$ cat src/rtl/my_pkg.sv
// Shared width, operation encoding and the bitwise operation used by logic_op_fifo.
package my_pkg;

  parameter int unsigned N = 8;

  typedef enum logic [1:0] {
    OP_AND  = 2'd0,
    OP_OR   = 2'd1,
    OP_XOR  = 2'd2,
    OP_NAND = 2'd3
  } op_t;

  function automatic logic [N-1:0] apply_op(op_t op, logic [N-1:0] a, logic [N-1:0] b);
    logic [N-1:0] r;
    case (op)
      OP_AND:  r = a & b;
      OP_OR:   r = a | b;
      OP_XOR:  r = a ^ b;
      default: r = ~(a & b);
    endcase
    return r;
  endfunction

endpackage

$ cat src/rtl/sync_fifo.sv
// Register-based FIFO with valid/ready on both sides; storage is cleared on reset.
module sync_fifo #(
  parameter int unsigned WIDTH = 8,
  parameter int unsigned DEPTH = 2
) (
  input  logic                       clk,
  input  logic                       rst,
  input  logic                       push_valid,
  output logic                       push_ready,
  input  logic [WIDTH-1:0]           push_data,
  output logic                       pop_valid,
  input  logic                       pop_ready,
  output logic [WIDTH-1:0]           pop_data,
  output logic [$clog2(DEPTH+1)-1:0] level
);

  localparam int unsigned PW = $clog2(DEPTH);
  localparam int unsigned LW = $clog2(DEPTH + 1);

  logic [WIDTH-1:0] mem_q [DEPTH];
  logic [WIDTH-1:0] mem_d [DEPTH];
  logic [PW-1:0]    wr_ptr_q, wr_ptr_d;
  logic [PW-1:0]    rd_ptr_q, rd_ptr_d;
  logic [LW-1:0]    level_q, level_d;
  logic             push, pop;

  // Handshake flags come only from registered occupancy, so there is no full-bypass path.
  assign push_ready = (level_q != LW'(DEPTH));
  assign pop_valid  = (level_q != '0);
  assign pop_data   = mem_q[rd_ptr_q];
  assign level      = level_q;

  assign push = push_valid && push_ready;
  assign pop  = pop_valid && pop_ready;

  always_comb begin
    mem_d    = mem_q;
    wr_ptr_d = wr_ptr_q;
    rd_ptr_d = rd_ptr_q;
    level_d  = level_q;
    if (push) begin
      mem_d[wr_ptr_q] = push_data;
      wr_ptr_d        = wr_ptr_q + PW'(1);
    end
    if (pop) begin
      rd_ptr_d = rd_ptr_q + PW'(1);
    end
    if (push && !pop) begin
      level_d = level_q + LW'(1);
    end else if (pop && !push) begin
      level_d = level_q - LW'(1);
    end
  end

  always_ff @(posedge clk or posedge rst) begin
    if (rst) begin
      mem_q    <= '{default: '0};
      wr_ptr_q <= '0;
      rd_ptr_q <= '0;
      level_q  <= '0;
    end else begin
      mem_q    <= mem_d;
      wr_ptr_q <= wr_ptr_d;
      rd_ptr_q <= rd_ptr_d;
      level_q  <= level_d;
    end
  end

endmodule

$ cat src/rtl/logic_op_fifo.sv
// Selectable bitwise operation on two operands, results buffered in a small FIFO.
module logic_op_fifo
  import my_pkg::*;
#(
  parameter int unsigned N     = my_pkg::N,
  parameter int unsigned DEPTH = 2
) (
  input  logic                       clk,
  input  logic                       rst,
  input  logic                       in_valid,
  output logic                       in_ready,
  input  logic [N-1:0]               a,
  input  logic [N-1:0]               b,
  input  op_t                        op,
  output logic                       out_valid,
  input  logic                       out_ready,
  output logic [N-1:0]               c,
  output logic [$clog2(DEPTH+1)-1:0] level
);

  logic [N-1:0] result;

  always_comb begin
    result = apply_op(op, a, b);
  end

  sync_fifo #(
    .WIDTH (N),
    .DEPTH (DEPTH)
  ) u_fifo (
    .clk        (clk),
    .rst        (rst),
    .push_valid (in_valid),
    .push_ready (in_ready),
    .push_data  (result),
    .pop_valid  (out_valid),
    .pop_ready  (out_ready),
    .pop_data   (c),
    .level      (level)
  );

endmodule
$ cat config.mk
export PLATFORM = sky130hd
export DESIGN_NAME = logic_op_fifo
export DESIGN_NICKNAME = d
export VERILOG_FILES = /design/src/rtl/my_pkg.sv /design/src/rtl/sync_fifo.sv /design/src/rtl/logic_op_fifo.sv
export SDC_FILE = /design/constraint.sdc
export NUM_CORES = 1
export LEC_CHECK = 0
export CORE_ASPECT_RATIO = 0.7
export CORE_MARGIN = 2
export CORE_UTILIZATION = 46
export DETAILED_ROUTE_END_ITERATION = 10
export PLACE_DENSITY = 0.81
export SLEW_MARGIN = 20
export SYNTH_ARGS = -nofsm -noshare
export SYNTH_HDL_FRONTEND = slang
export SYNTH_SLANG_ARGS = --single-unit
$ cat constraint.sdc
create_clock -name clk -period 1.65 [get_ports clk]
set_clock_uncertainty 0.2 [all_clocks]
set_input_delay 0.165 -clock clk [delete_from_list [all_inputs] [get_ports clk]]
set_output_delay 0.165 -clock clk [all_outputs]
set_load 0.02 [all_outputs]
==> flow_summary.ini, run 1 <==
[outcome]
status = complete, no violations

[sta]
fmax_ghz = 0.613
hold_ws_ps = 36.0
drv_slew = 0
setup_tns_ps = 0
setup_ws_ps = 18.4
setup_viol = 0
rsz0062_at_grt = yes
fin_crit_sh_pct = 98.9
slew_headroom_pct = 72.4
tightestPinTransition_ps = 410
min_period_ps = 1630
hold_viol_final = 0

[cts]
cts.sinks = 20
cts-root-buf = clkbuf_8
clkTransAtPathRegs_ps = 70
numCtsBuffers = 3
clk_path_buf_depth = 2
clk_latency_ps = 260
h-tree-depth = 1
cts_tree = built

[routing]
wl_um = 3700
via_count = 1433
antenna_left = 0
drt-wirelength-per-cell_um = 14.7
drt_iter0_drc = 75
drc_errors = 0
vias_per_cell = 5.71
drt_first_pass_iters = 4

[die]
core-area_mm2 = 0.00319
io_pins = 34
num_rows = 17
die_w_um = 73.5
dieArea_mm2 = 0.00387
initial_utilization_pct = 48.8
dieHeight_um = 52.7

[pwr]
total_power_mw = 3.14
switching_share_pct = 42.7
power.internal_mw = 1.80
seqPwrFrac_pct = 28.8
p_clk_share_pct = 10.8
leakage_nw = 0.968
power.switching_mw = 1.34
powerDensity_mw_per_mm2 = 1510
pwr-share-comb_pct = 60.4
ir_worst_vdd_uv = 614

[cells_and_area]
finalNonFillerCells = 251
drive_gt1_share_pct = 28.2
final_core_util_pct = 65.4
syn2layout_area_growth_pct = 34.0
nets = 253
final_area_mm2 = 0.00209
antenna_cells = 0

[worst_setup_path]
crit_type = register to output pin
endpoint_kind = output pin
required_ps = 1280
worstPathArrival_ps = 1270
cp-start-kind = register
ff2ff_setup_slack_ps = 40
cp_max_fo = 5

[yosys]
synth.most_common_cell = dfrtp_1
synth_top_area_share_pct = 32.2
yosysWarnings = 0
synth_seq_cells = 20
ys_seq_area_share_pct = 32.2
synth_edf_count = 0
synth_cell_types = 32
yosys-top-cells-count = 20 x dfrtp_1, 19 x inv_1, 19 x o31ai_1
syn_area_per_cell_um2 = 9.32
synthCells = 167
synth_area_leader_cell = dfrtp_1
synthArstFlopShare_pct = 100
syn_nets = 206
synth_flop_cell = dfrtp_1
synth_area_leaders = dfrtp_1 32%, ha_1 14%, o31ai_1 9.2%, a31oi_1 6.4%, mux2_2 5.8%
syn-cell-area_mm2 = 0.00156

[placed_design]
dpl_worst_slack_ps = -312
gp_congestion = 0.734
placed_area_mm2 = 0.00199
dpl.cell_count = 243
io_buffers = 33
hpwl_um = 2750

[min_path]
hp-class = input pin to asynchronous set/reset pin

[global_routing]
grt_usage_pct = 20.4
antenna_found_initial = 0
grt_pass1_vias = 1394
grt_pass1_wl_um = 6090
grt_max_degree = 21
grt-ovfl-total = 0

[flow_run]
drv_cap = 0
## state kept, by name, indices dropped and copies added, names as in the netlist
name             cells
u_fifo.rd_ptr_q      1
u_fifo.mem_q        16
u_fifo.level         2
u_fifo.wr_ptr_q      1
## layout by cell type, fill, tap and decap left out, types with 5 or more instances in the layout
cell              n
clkdlybuf4s50_1  21
buf_4            18
a31oi_1          16
mux2_2            8
inv_1            19
nand2_1           5
ha_1             16
dfrtp_1          17
buf_2             7
nor2b_1          10
o31ai_1          17
## critical path, cell delays in order, from the launching register on
cell	delay (ps)
dfrtp_2	380
buf_6	130
mux2_2	340
buf_2	160
## repair_timing
item | in CTS | in global routing
buffers inserted | 3 | 1
resized for setup | 39 | 14
cloned | 0 | 0
hold buffers | 0 | 0
endpoints found under the setup margin | 14 | 14
pin swaps | 0 | 4
## cell families (layout without fill, tap and decap cells)
group	after synthesis	after routing	share of synthesized area, %
AO/OA/AOI/OAI	51	51	22.7
XOR/XNOR	4	4	2.25
adder cells (fa/ha/maj)	17	17	13.7
buffers and inverters	32	78	10.3
flip-flops	20	20	32.2
multiplexers	8	8	5.79
AND/OR/NAND/NOR	35	35	13.2
## area by class of cell
type | instances | area (um2)
Multi-Input combinational cell | 115 | 956
Clock buffer | 4 | 45.0
Timing Repair Buffer | 53 | 454
Inverter | 21 | 78.8
Fill cell | 260 | 1100
Sequential cell | 20 | 504
Tap cell | 38 | 47.5
## final timing paths
kind                             startpoint               end  cells past startpoint
min reg2reg                u_fifo.mem_q[14]  u_fifo.mem_q[14]                      2
max                         u_fifo.rd_ptr_q              c[4]                      3
min in group clk           u_fifo.mem_q[14]  u_fifo.mem_q[14]                      2
max reg2reg                 u_fifo.level[0]   u_fifo.level[1]                      6
min                                     rst   u_fifo.mem_q[6]                      3
max in group asynchronous               rst   u_fifo.rd_ptr_q                      3
## per-layer routing
| metal | GRT usage (%) | share of wire [%] | vias up |
|---|---|---|---|
| met5 | 0 | 0 | - |
| met4 | 8.48 | 1.5 | 0 |
| met3 | 1.73 | 5.7 | 5 |
| met2 | 35.0 | 49 | 65 |
| met1 | 26.4 | 44 | 678 |
| li1 | - | - | 685 |
## power groups by stage
| stage | clock (mW) | combinational [mW] | sequential, mW |
|---|---|---|---|
| 6_report | 0.340 | 1.90 | 0.903 |
| 5_1_grt | 0.352 | 2.03 | 0.928 |
| 4_1_cts | 0.337 | 1.75 | 0.893 |
| 3_5_place_dp | 0 | 1.79 | 0.950 |
| 3_3_place_gp | 0 | 1.72 | 0.928 |
| 2_1_floorplan | 0 | 1.17 | 0.896 |
(Power assumes the default switching activity.)
==> run 2, diff against run 1 <==
--- a/config.mk
+++ b/config.mk
@@ -14,3 +14,4 @@
 export SYNTH_ARGS = -nofsm -noshare
 export SYNTH_HDL_FRONTEND = slang
 export SYNTH_SLANG_ARGS = --single-unit
+export TNS_END_PERCENT = 100
==> results of run 2 <==
Same layout as run 1: the final DEF is identical, and so are final timing and power.
